<file path="src/rtl/execute_stage_if.sv">
// Bundles the ID/EX operands, forwarding sources and EX/MEM results of the execute stage.
interface execute_stage_if;
    logic [3:0]  ex_i;
    logic [2:0]  m_i;
    logic [1:0]  wb_i;
    logic [4:0]  rs_i, rt_i, rd_i;
    logic [31:0] imm_i, data_1_i, data_2_i;
    logic [4:0]  mem_rd_i, wb_rd_i;
    logic        mem_reg_write_i, wb_reg_write_i;
    logic [31:0] mem_fwd_data_i, wb_fwd_data_i;
    logic        stall_ex_o;
    logic [1:0]  wb_o;
    logic [2:0]  m_o;
    logic [31:0] alu_result_o, store_data_o;
    logic [4:0]  dest_reg_o;
    logic        md_busy_o, ovf_exc_o;

    modport slave (
        input  ex_i, m_i, wb_i, rs_i, rt_i, rd_i, imm_i, data_1_i, data_2_i,
               mem_rd_i, wb_rd_i, mem_reg_write_i, wb_reg_write_i,
               mem_fwd_data_i, wb_fwd_data_i,
        output stall_ex_o, wb_o, m_o, alu_result_o, store_data_o, dest_reg_o,
               md_busy_o, ovf_exc_o
    );

    modport master (
        output ex_i, m_i, wb_i, rs_i, rt_i, rd_i, imm_i, data_1_i, data_2_i,
               mem_rd_i, wb_rd_i, mem_reg_write_i, wb_reg_write_i,
               mem_fwd_data_i, wb_fwd_data_i,
        input  stall_ex_o, wb_o, m_o, alu_result_o, store_data_o, dest_reg_o,
               md_busy_o, ovf_exc_o
    );
endinterface

</file>
<file path="src/rtl/execute_stage.sv">
// MIPS R2000 EX stage: operand forwarding, ALU, iterative mul/div with HI/LO, EX/MEM register.
// Optional macro OVF_TRAP_EN: signed add/sub overflow squashes the instruction and pulses ovf_exc_o.
module execute_stage #(
    parameter int MD_CYCLES = 32
) (
    input  logic           clk,
    input  logic           rst,
    execute_stage_if.slave bus
);
    localparam int CNT_W = $clog2(MD_CYCLES + 1);

    typedef enum logic [1:0] {MD_IDLE, MD_MULT, MD_DIV} md_state_t;

    function automatic logic [31:0] neg32(input logic n, input logic [31:0] v);
        return n ? (~v + 32'd1) : v;
    endfunction

    function automatic logic [63:0] neg64(input logic n, input logic [63:0] v);
        return n ? (~v + 64'd1) : v;
    endfunction

    md_state_t          state_q;
    logic [CNT_W-1:0]   cnt_q;
    logic [31:0]        hi_q, lo_q, acc_q, wrk_q, mcand_q;
    logic               neg_q, neg_rem_q, dz_q;

    logic [1:0]         wb_q, wb_d;
    logic [2:0]         m_q, m_d;
    logic [31:0]        alu_q, alu_d, store_q, store_d;
    logic [4:0]         dest_q, dest_d;

    logic [5:0]         funct;
    logic [4:0]         shamt;
    logic [1:0]         alu_op;
    logic signed [31:0] op_a, fwd_b, op_b, sum, diff;
    logic               is_r, is_hilo, is_md, md_signed, md_busy, stall, wr_en;
    logic [31:0]        res;
    logic [32:0]        madd, rem_sh, trial;
    logic [31:0]        step_acc, step_wrk;
    logic               unused_imm;

    assign funct      = bus.imm_i[5:0];
    assign shamt      = bus.imm_i[10:6];
    assign alu_op     = bus.ex_i[2:1];
    assign unused_imm = ^bus.imm_i[31:16];
    assign is_r       = (alu_op == 2'b10);
    assign is_hilo    = is_r && (funct inside {6'h10, 6'h11, 6'h12, 6'h13});
    assign is_md      = is_r && (funct inside {6'h18, 6'h19, 6'h1A, 6'h1B});
    assign md_signed  = ~funct[0];
    assign md_busy    = (state_q != MD_IDLE);
    assign stall      = md_busy && (is_hilo || is_md);

    // MEM stage result is younger than WB, so it is applied last and wins.
    always_comb begin
        op_a = bus.data_1_i;
        if (bus.wb_reg_write_i && bus.wb_rd_i != 5'd0 && bus.wb_rd_i == bus.rs_i)
            op_a = bus.wb_fwd_data_i;
        if (bus.mem_reg_write_i && bus.mem_rd_i != 5'd0 && bus.mem_rd_i == bus.rs_i)
            op_a = bus.mem_fwd_data_i;
        fwd_b = bus.data_2_i;
        if (bus.wb_reg_write_i && bus.wb_rd_i != 5'd0 && bus.wb_rd_i == bus.rt_i)
            fwd_b = bus.wb_fwd_data_i;
        if (bus.mem_reg_write_i && bus.mem_rd_i != 5'd0 && bus.mem_rd_i == bus.rt_i)
            fwd_b = bus.mem_fwd_data_i;
    end

    assign op_b = bus.ex_i[0] ? {{16{bus.imm_i[15]}}, bus.imm_i[15:0]} : fwd_b;
    assign sum  = op_a + op_b;
    assign diff = op_a - op_b;

    always_comb begin
        res   = '0;
        wr_en = 1'b1;
        case (alu_op)
            2'b01: res = diff;
            2'b10: begin
                case (funct)
                    6'h20, 6'h21: res = sum;
                    6'h22, 6'h23: res = diff;
                    6'h24:        res = op_a & op_b;
                    6'h25:        res = op_a | op_b;
                    6'h26:        res = op_a ^ op_b;
                    6'h27:        res = ~(op_a | op_b);
                    6'h2A:        res = {31'd0, op_a < op_b};
                    6'h2B:        res = {31'd0, $unsigned(op_a) < $unsigned(op_b)};
                    6'h00:        res = fwd_b << shamt;
                    6'h02:        res = fwd_b >> shamt;
                    6'h03:        res = fwd_b >>> shamt;
                    6'h10:        res = hi_q;
                    6'h12:        res = lo_q;
                    6'h11, 6'h13: res = '0;
                    default:      wr_en = 1'b0;
                endcase
            end
            default: res = sum;
        endcase
    end

`ifdef OVF_TRAP_EN
    logic trap, ovf_d, ovf_q;
    assign trap = is_r &&
                  ((funct == 6'h20 && op_a[31] == op_b[31] && sum[31] != op_a[31]) ||
                   (funct == 6'h22 && op_a[31] != op_b[31] && diff[31] != op_a[31]));
`endif

    always_comb begin
        wb_d    = '0;
        m_d     = '0;
        alu_d   = '0;
        store_d = '0;
        dest_d  = '0;
`ifdef OVF_TRAP_EN
        ovf_d   = 1'b0;
`endif
        if (!stall) begin
            wb_d    = wr_en ? bus.wb_i : 2'b00;
            m_d     = bus.m_i;
            alu_d   = res;
            store_d = fwd_b;
            dest_d  = bus.ex_i[3] ? bus.rd_i : bus.rt_i;
`ifdef OVF_TRAP_EN
            if (trap) begin
                wb_d  = 2'b00;
                m_d   = 3'b000;
                ovf_d = 1'b1;
            end
`endif
        end
    end

    // EX/MEM pipeline register boundary
    always_ff @(posedge clk) begin
        if (rst) begin
            wb_q    <= '0;
            m_q     <= '0;
            alu_q   <= '0;
            store_q <= '0;
            dest_q  <= '0;
`ifdef OVF_TRAP_EN
            ovf_q   <= 1'b0;
`endif
        end else begin
            wb_q    <= wb_d;
            m_q     <= m_d;
            alu_q   <= alu_d;
            store_q <= store_d;
            dest_q  <= dest_d;
`ifdef OVF_TRAP_EN
            ovf_q   <= ovf_d;
`endif
        end
    end

    // One engine bit per cycle: shift-add multiply on magnitudes, or restoring divide.
    always_comb begin
        madd   = {1'b0, acc_q} + (wrk_q[0] ? {1'b0, mcand_q} : 33'd0);
        rem_sh = {acc_q, wrk_q[31]};
        trial  = rem_sh - {1'b0, mcand_q};
        if (state_q == MD_DIV) begin
            if (!trial[32]) begin
                step_acc = trial[31:0];
                step_wrk = {wrk_q[30:0], 1'b1};
            end else begin
                step_acc = rem_sh[31:0];
                step_wrk = {wrk_q[30:0], 1'b0};
            end
        end else begin
            step_acc = madd[32:1];
            step_wrk = {madd[0], wrk_q[31:1]};
        end
    end

    always_ff @(posedge clk) begin
        if (rst) begin
            state_q   <= MD_IDLE;
            cnt_q     <= '0;
            hi_q      <= '0;
            lo_q      <= '0;
            acc_q     <= '0;
            wrk_q     <= '0;
            mcand_q   <= '0;
            neg_q     <= 1'b0;
            neg_rem_q <= 1'b0;
            dz_q      <= 1'b0;
        end else begin
            case (state_q)
                MD_IDLE: begin
                    if (is_r && funct == 6'h11) hi_q <= op_a;
                    if (is_r && funct == 6'h13) lo_q <= op_a;
                    if (is_md) begin
                        state_q   <= funct[1] ? MD_DIV : MD_MULT;
                        cnt_q     <= '0;
                        acc_q     <= '0;
                        wrk_q     <= neg32(md_signed && op_a[31], op_a);
                        mcand_q   <= neg32(md_signed && op_b[31], op_b);
                        neg_q     <= md_signed && (op_a[31] ^ op_b[31]);
                        neg_rem_q <= md_signed && op_a[31];
                        dz_q      <= (op_b == 32'sd0);
                    end
                end
                default: begin
                    acc_q <= step_acc;
                    wrk_q <= step_wrk;
                    cnt_q <= cnt_q + 1'b1;
                    if (cnt_q == CNT_W'(MD_CYCLES - 1)) begin
                        state_q <= MD_IDLE;
                        if (state_q == MD_DIV) begin
                            hi_q <= neg32(neg_rem_q, step_acc);
                            lo_q <= dz_q ? 32'hFFFF_FFFF : neg32(neg_q, step_wrk);
                        end else begin
                            {hi_q, lo_q} <= neg64(neg_q, {step_acc, step_wrk});
                        end
                    end
                end
            endcase
        end
    end

    assign bus.stall_ex_o   = stall;
    assign bus.wb_o         = wb_q;
    assign bus.m_o          = m_q;
    assign bus.alu_result_o = alu_q;
    assign bus.store_data_o = store_q;
    assign bus.dest_reg_o   = dest_q;
    assign bus.md_busy_o    = md_busy;
`ifdef OVF_TRAP_EN
    assign bus.ovf_exc_o    = ovf_q;
`else
    assign bus.ovf_exc_o    = 1'b0;
`endif
endmodule

</file>
<file path="src/flat_wrapper.sv">
// flat-port wrapper written by rule: the top's interface ports become plain ports
module execute_stage_flat 
#(
    parameter int MD_CYCLES = 32
)
  (clk, rst, bus_ex_i, bus_m_i, bus_wb_i, bus_rs_i, bus_rt_i, bus_rd_i, bus_imm_i, bus_data_1_i, bus_data_2_i, bus_mem_rd_i, bus_wb_rd_i, bus_mem_reg_write_i, bus_wb_reg_write_i, bus_mem_fwd_data_i, bus_wb_fwd_data_i, bus_stall_ex_o, bus_wb_o, bus_m_o, bus_alu_result_o, bus_store_data_o, bus_dest_reg_o, bus_md_busy_o, bus_ovf_exc_o);
  execute_stage_if bus_i ();
  input  logic clk;
  input  logic rst;
  input wire logic [$bits(bus_i.ex_i)-1:0] bus_ex_i;
  input wire logic [$bits(bus_i.m_i)-1:0] bus_m_i;
  input wire logic [$bits(bus_i.wb_i)-1:0] bus_wb_i;
  input wire logic [$bits(bus_i.rs_i)-1:0] bus_rs_i;
  input wire logic [$bits(bus_i.rt_i)-1:0] bus_rt_i;
  input wire logic [$bits(bus_i.rd_i)-1:0] bus_rd_i;
  input wire logic [$bits(bus_i.imm_i)-1:0] bus_imm_i;
  input wire logic [$bits(bus_i.data_1_i)-1:0] bus_data_1_i;
  input wire logic [$bits(bus_i.data_2_i)-1:0] bus_data_2_i;
  input wire logic [$bits(bus_i.mem_rd_i)-1:0] bus_mem_rd_i;
  input wire logic [$bits(bus_i.wb_rd_i)-1:0] bus_wb_rd_i;
  input wire logic [$bits(bus_i.mem_reg_write_i)-1:0] bus_mem_reg_write_i;
  input wire logic [$bits(bus_i.wb_reg_write_i)-1:0] bus_wb_reg_write_i;
  input wire logic [$bits(bus_i.mem_fwd_data_i)-1:0] bus_mem_fwd_data_i;
  input wire logic [$bits(bus_i.wb_fwd_data_i)-1:0] bus_wb_fwd_data_i;
  output wire logic [$bits(bus_i.stall_ex_o)-1:0] bus_stall_ex_o;
  output wire logic [$bits(bus_i.wb_o)-1:0] bus_wb_o;
  output wire logic [$bits(bus_i.m_o)-1:0] bus_m_o;
  output wire logic [$bits(bus_i.alu_result_o)-1:0] bus_alu_result_o;
  output wire logic [$bits(bus_i.store_data_o)-1:0] bus_store_data_o;
  output wire logic [$bits(bus_i.dest_reg_o)-1:0] bus_dest_reg_o;
  output wire logic [$bits(bus_i.md_busy_o)-1:0] bus_md_busy_o;
  output wire logic [$bits(bus_i.ovf_exc_o)-1:0] bus_ovf_exc_o;
  assign bus_i.ex_i = bus_ex_i;
  assign bus_i.m_i = bus_m_i;
  assign bus_i.wb_i = bus_wb_i;
  assign bus_i.rs_i = bus_rs_i;
  assign bus_i.rt_i = bus_rt_i;
  assign bus_i.rd_i = bus_rd_i;
  assign bus_i.imm_i = bus_imm_i;
  assign bus_i.data_1_i = bus_data_1_i;
  assign bus_i.data_2_i = bus_data_2_i;
  assign bus_i.mem_rd_i = bus_mem_rd_i;
  assign bus_i.wb_rd_i = bus_wb_rd_i;
  assign bus_i.mem_reg_write_i = bus_mem_reg_write_i;
  assign bus_i.wb_reg_write_i = bus_wb_reg_write_i;
  assign bus_i.mem_fwd_data_i = bus_mem_fwd_data_i;
  assign bus_i.wb_fwd_data_i = bus_wb_fwd_data_i;
  assign bus_stall_ex_o = bus_i.stall_ex_o;
  assign bus_wb_o = bus_i.wb_o;
  assign bus_m_o = bus_i.m_o;
  assign bus_alu_result_o = bus_i.alu_result_o;
  assign bus_store_data_o = bus_i.store_data_o;
  assign bus_dest_reg_o = bus_i.dest_reg_o;
  assign bus_md_busy_o = bus_i.md_busy_o;
  assign bus_ovf_exc_o = bus_i.ovf_exc_o;
  execute_stage #(.MD_CYCLES(MD_CYCLES)) u_core (.clk(clk), .rst(rst), .bus(bus_i));
endmodule
</file>
<file path="config.mk">
export PLATFORM = sky130hd
export DESIGN_NAME = execute_stage_flat
export DESIGN_NICKNAME = d
export VERILOG_FILES = /design/src/rtl/execute_stage_if.sv /design/src/rtl/execute_stage.sv /design/src/flat_wrapper.sv
export SDC_FILE = /design/constraint.sdc
export NUM_CORES = 2
export LEC_CHECK = 0
export ABC_AREA = 1
export CAP_MARGIN = 10
export CORE_UTILIZATION = 45
export DETAILED_ROUTE_END_ITERATION = 16
export PLACE_DENSITY = 0.69
export SYNTH_ARGS = -nofsm -noshare
export SYNTH_HDL_FRONTEND = slang
export SYNTH_SLANG_ARGS = --single-unit
export TNS_END_PERCENT = 100
</file>
<file path="constraint.sdc">
create_clock -name clk -period 7.2 [get_ports clk]
set_clock_uncertainty 0.1 [all_clocks]
set_input_delay 1.8 -clock clk [delete_from_list [all_inputs] [get_ports clk]]
set_output_delay 1.8 -clock clk [all_outputs]
set_load 0.01 [all_outputs]
</file>
Word-level counts from Yosys, hierarchy flattened
Cells that the tools add are included.
Widths: inputs -> output; s select.
{"block": "op_classes", "n_addsub": 10, "magnitude_cmp": 2, "eq_ne": 31, "shifts": 3, "mux": 39, "bitwise": 12, "n_reduce_logical": 33}
{"op": "$mux 32", "n": 26}
{"op": "$pmux 32 s13", "n": 1}
{"op": "$not 32->32", "n": 5}
{"op": "$add 32x1->32 const B", "n": 4}
{"op": "$add 64x1->64 const B", "n": 1}
{"op": "$lt 32x32->1", "n": 2}
{"op": "$mux 64", "n": 1}
{"op": "$not 64->64", "n": 1}
{"op": "$pmux 32 s2", "n": 1}
{"op": "$eq 6x6->1 const B", "n": 10}
{"op": "$eq 6x5->1 const B", "n": 9}
{"op": "$add 32x33->33", "n": 1}
{"op": "$sub 33x32->33", "n": 1}
{"op": "$add 32x32->32", "n": 1}
{"op": "$and 32x32->32", "n": 1}
{"op": "$logic_not 32->1", "n": 1}
{"op": "$or 32x32->32", "n": 1}
{"op": "$shl 32x5->32", "n": 1}
{"op": "$shr 32x5->32", "n": 1}
{"op": "$sshr 32x5->32", "n": 1}
{"op": "$sub 32x32->32", "n": 1}
{"op": "$xor 32x32->32", "n": 1}
{"op": "$eq 5x5->1", "n": 4}
{"op": "$reduce_or 17->1", "n": 1}
{"op": "21 further kinds", "n": 53}
{"block": "totals", "reg_bits": 245, "inputBits": 198, "output_inout_bits": 77, "word_cells": 145}

Depth between registers and ports, before layout
{"block": "logic_depth", "depth_word": 10, "ltp_mapped": 38}

Worst setup path before layout
No wires, ideal clock.
{"block": "synth_timing", "path_kind": "input -> register", "start": "in bus_rt_i[1]", "end": "reg u_core.alu_q[26] (netlist: u_core.bus.alu_result_o[26])", "arrival_time_ps": 5318, "t_required_ps": 6968, "slack_ps": 1650, "stages": 31, "cell_sequence": "xnor2_1 > nand2_1 > nor3_2 > nand2_4 > buf_4 > nand2_1 > o21ai_2 > nand2_1 > o21ai_0 > inv_1 > ha_1 > inv_1 > fa_1 > inv_1 > nand3_1 > nand2_1 > nand2_1 > a22oi_1 > nand2_1 > nand2_1 > nand2_1 > nand2_1 > nand3b_1 > nand2_1 > a21boi_0 > o21ai_0 > nand2_1 > nand2_1 > nand2_1 > a31oi_1 > a21oi_1"}
{"block": "synth_via", "elab_cells_between_ends": 18}
{"item": "start: declaration", "line": "flat_wrapper.sv:14", "rtl": "input wire logic [$bits(bus_i.rt_i)-1:0] bus_rt_i;"}
{"item": "$eq 5x5->1", "line": "execute_stage.sv:61", "rtl": "if (bus.wb_reg_write_i && bus.wb_rd_i != 5'd0 && bus.wb_rd_i == bus.rt_i)"}
{"item": "$logic_and 1x1->1", "line": "execute_stage.sv:61"}
{"item": "$mux 32", "line": "execute_stage.sv:61"}
{"item": "$mux 32 (*)", "line": "execute_stage.sv:63", "rtl": "if (bus.mem_reg_write_i && bus.mem_rd_i != 5'd0 && bus.mem_rd_i == bus.rt_i)"}
{"item": "$mux 32 (*)", "line": "execute_stage.sv:67", "rtl": "assign op_b = bus.ex_i[0] ? {{16{bus.imm_i[15]}}, bus.imm_i[15:0]} : fwd_b;"}
{"item": "named net u_core.op_b[0]", "line": "execute_stage.sv:35", "rtl": "logic signed [31:0] op_a, fwd_b, op_b, sum, diff;"}
{"item": "$sub 32x32->32 or $add 32x32->32 (tied branches)", "line": "execute_stage.sv:69, execute_stage.sv:68"}
{"item": "$pmux 32 s13", "line": "execute_stage.sv:77", "rtl": "case (funct)"}
{"item": "$pmux 32 s2 (*)", "line": "execute_stage.sv:74", "rtl": "case (alu_op)"}
{"item": "end signal: assignment", "line": "execute_stage.sv:145", "rtl": "alu_q <= alu_d;"}
{"item": "end: declaration", "line": "execute_stage.sv:29", "rtl": "logic [31:0] alu_q, alu_d, store_q, store_d;"}
Mark *: on every way through the listed nets, which the timed path passes. The rest lies on a longest branch.
A chain may end at the register's enable or synchronous reset.

Worst setup path in the final report
{"block": "layout_timing", "start": "in bus_mem_rd_i[0]", "end": "reg u_core.alu_q[24] (netlist: u_core.bus.alu_result_o[24])"}
{"block": "layout_via", "elab_chain_cells": 9, "elab_cells_between_ends": 20}
{"item": "start: declaration", "line": "flat_wrapper.sv:19", "rtl": "input wire logic [$bits(bus_i.mem_rd_i)-1:0] bus_mem_rd_i;"}
{"item": "parallel branches: the longest is 8 deep, another holds $sub 32x32->32"}
{"item": "$pmux 32 s2 (*)", "line": "execute_stage.sv:74"}
Every way passes the cells marked *.

==> out/qor.csv <==
metric,value,unit
P_leak,19.6,nW
"Data required, critical path",7.70,ns
Fill cells,7290,
Inserted Clock Buffers,31,
post-layout minimum cycle time,6.86,ns
CTS resizes,0,
Mapped Cells,5798,
post-route insts no fill,7183,
Tot GR Track Use,49.5,%
crit path DAT,7.36,ns
"commonest non-fill, non-tap cell in the layout",nand2_1,
DR WL/cell,25.7,um
post-synthesis sequential area ratio,15.3,%
grt total ovfl,0,
# clock sinks,245,
VDD IR max,0.000222,V
CP Capture Type,flip-flop,
Die ar.,0.0723,mm^2
vias in the first global route,38600,
Seq cells post-synth,245,
IO Port Bufs,257,
synth unique cells,71,
DRC violations left,0,
RSZ-0062 raised after global routing,false,
Area Growth Syn to Fin,20.7,%
Die Ht,269,um
Worst Min Path Start,u_core.cnt_q[4],
final wirelength,184,mm
ys flop type,dfxtp_1,
Max Cap Viol,1,
first-pass GRT wire length,259,mm
ANT nets after route,0,
first drt pass iteration count,10,
failing checks,"capacitance limit, slew limit",
number of flops mapped to enable cells by yosys,0,
CTS tree,built,
CTS Hold Buffers Added,0,
fraction of layout cells with a size suffix above 1,10.2,%
Slew Limit Fails,2,
Iteration-0 DRC Markers,6898,
via count,43600,
CP Launch Point,bus_mem_rd_i[0],
Slew @ Worst Pin,1.50,ns
startpoint types,primary input,
vias per cell,6.07,
CTS root buffer,clkbuf_16,
relative slew slack,-1.35,%
final worst setup slack,0.342,ns
Detailed Place HPWL,150,mm
clk_lat worst skew,0.65,ns
critical path type,in2reg,
io pins,275,
status,finished with violations,
period utilization,95.3,%
crit path max fanout,25,
Nets,6577,
Setup Buffers After CTS,0,
maximum clock rate,146,MHz
Place WS,-0.0583,ns
post-synthesis cell area,0.0321,mm^2
core box area,0.0703,mm^2
H-tree Lvls,1,
YS warnings,0,
async set-or-reset flop fraction in the synthesized netlist,0,%
syn_area_per_cell,5.53,um^2
clk slew on worst S/H paths,0.06,ns
Bufs on Longest Clock Path,3,
endpoints failing setup,0,
dpl cells,7115,
Synth Net Count,6167,
GP Congestion,1.17,
initial core utilization,45.6,%
initial antenna violation count,13,
largest net degree at the start of global routing,76,
Hold/Removal Path Class,reg2reg,
pwr dens,143,mW/mm^2
endpoints failing hold,0,
worst r2r src,u_core.wrk_q[31],
Die X,269,um
most frequent cells in the layout,"1738 x nand2_1, 779 x inv_1, 636 x nand3_1",
row count,97,
final cells by class:
type                    count  area [um^2]  share of cell area (%)
repair buffers            640         5570                    14.4
clock buffers              42          887                    2.29
multi-input cells        4478        22900                    59.3
clock inverters            15          138                   0.356
flip-flops and latches    245         4900                    12.7
inverters                 812         3050                    7.89
diodes                     11         27.5                  0.0712
well taps                 940         1180                    3.04
final timing paths:
check,endpoint,slack [ns],cells after the start
setup / recovery,u_core.bus.alu_result_o[24],0.34,27
hold / removal,u_core.cnt_q[4],0.38,2
setup reg to reg,u_core.hi_q[26],1.43,33
hold reg to reg,u_core.cnt_q[4],0.38,2
critical path: stages:
cell,delay [ns]
clkdlybuf4s50_1,0.56
nor2_1,0.15
nand2_1,0.07
o21ai_2,0.27
nor4_2,0.11
nand2_2,0.11
buf_4,0.31
buf_4,0.23
o211ai_1,0.11
o21ai_1,0.44
inv_1,0.27
ha_1,0.46
nand2_1,0.09
o21ai_0,0.23
nand2_1,0.08
o211ai_1,0.09
a21oi_1,0.06
buf_4,0.16
inv_1,0.09
a21oi_1,0.10
o21ai_0,0.38
a21oi_1,0.15
or2_2,0.29
a21oi_1,0.14
a31oi_1,0.06
a21oi_1,0.33
buf_4,0.17
cell usage after synthesis, drive strengths merged (13+ instances only):
cell type	number	area, um^2
inv	804	3020
nand2	1774	6790
or2	25	156
o21ai	408	2170
nand3	652	3340
buf	105	628
xor2	85	744
o2111ai	15	131
a221oi	22	193
dfxtp	245	4900
o22ai	31	194
xnor2	17	149
a211oi	13	97.6
o21a	22	166
nand4	66	419
nor2	519	2120
nand3b	28	210
a31oi	52	325
a21oi	312	1580
nor3	58	310
o211ai	110	831
clkbuf	157	589
ha	167	2090
cells by family after synthesis:
family | synth area share, %
other cells | 0.0117
flops | 15.3
buf+inv | 13.3
xor+xnor | 2.79
simple gates | 42.2
compound gates | 19.6
fa+ha+maj | 6.77
per-layer routing:
layer | vias to the layer above | routed length (um) | part of all wire [%] | track usage [%]
li1 | 19700 | - | - | -
met3 | 701 | 26600 | 14 | 17.0
met5 | - | 372 | 0.20 | 3.11
met2 | 3294 | 70900 | 38 | 68.8
met4 | 18 | 17100 | 9.3 | 38.1
met1 | 19900 | 69300 | 38 | 61.8
report_power, final:
group | internal, mW | switching (mW) | leakage, nW
sequential | 1.40 | 0.0183 | 1.99
clock | 0.900 | 0.744 | 0.490
combinational | 0.856 | 1.59 | 17.1
total | 3.16 | 2.36 | 19.6
sequential cells by signal (all words and copies together) (netlist names):
| register | count |
|---|---|
| u_core.acc_q | 32 |
| u_core.bus.alu_result_o | 32 |
| u_core.bus.dest_reg_o | 5 |
| u_core.bus.m_o | 3 |
| u_core.bus.store_data_o | 32 |
| u_core.bus.wb_o | 2 |
| u_core.cnt_q | 6 |
| u_core.dz_q | 1 |
| u_core.hi_q | 32 |
| u_core.lo_q | 32 |
| u_core.mcand_q | 32 |
| u_core.neg_q | 1 |
| u_core.neg_rem_q | 1 |
| u_core.state_q | 2 |
| u_core.wrk_q | 32 |
through the flow:
step	setup TNS (ns)	area, um^2	utilization, %	hold WS (ns)	power [mW]
final	0	38700	55.0	0.380	5.51
after global routing	0	38700	55.0	0.417	5.66
after CTS	0	38700	55.0	0.378	5.39
after detailed placement	-0.114	37600	53.5	0.369	3.77
after global placement	-0.0418	37600	53.5	0.362	3.77
after floorplan	0	32100	-	0.338	2.66
Note: power is estimated with default switching activity, not from simulation.
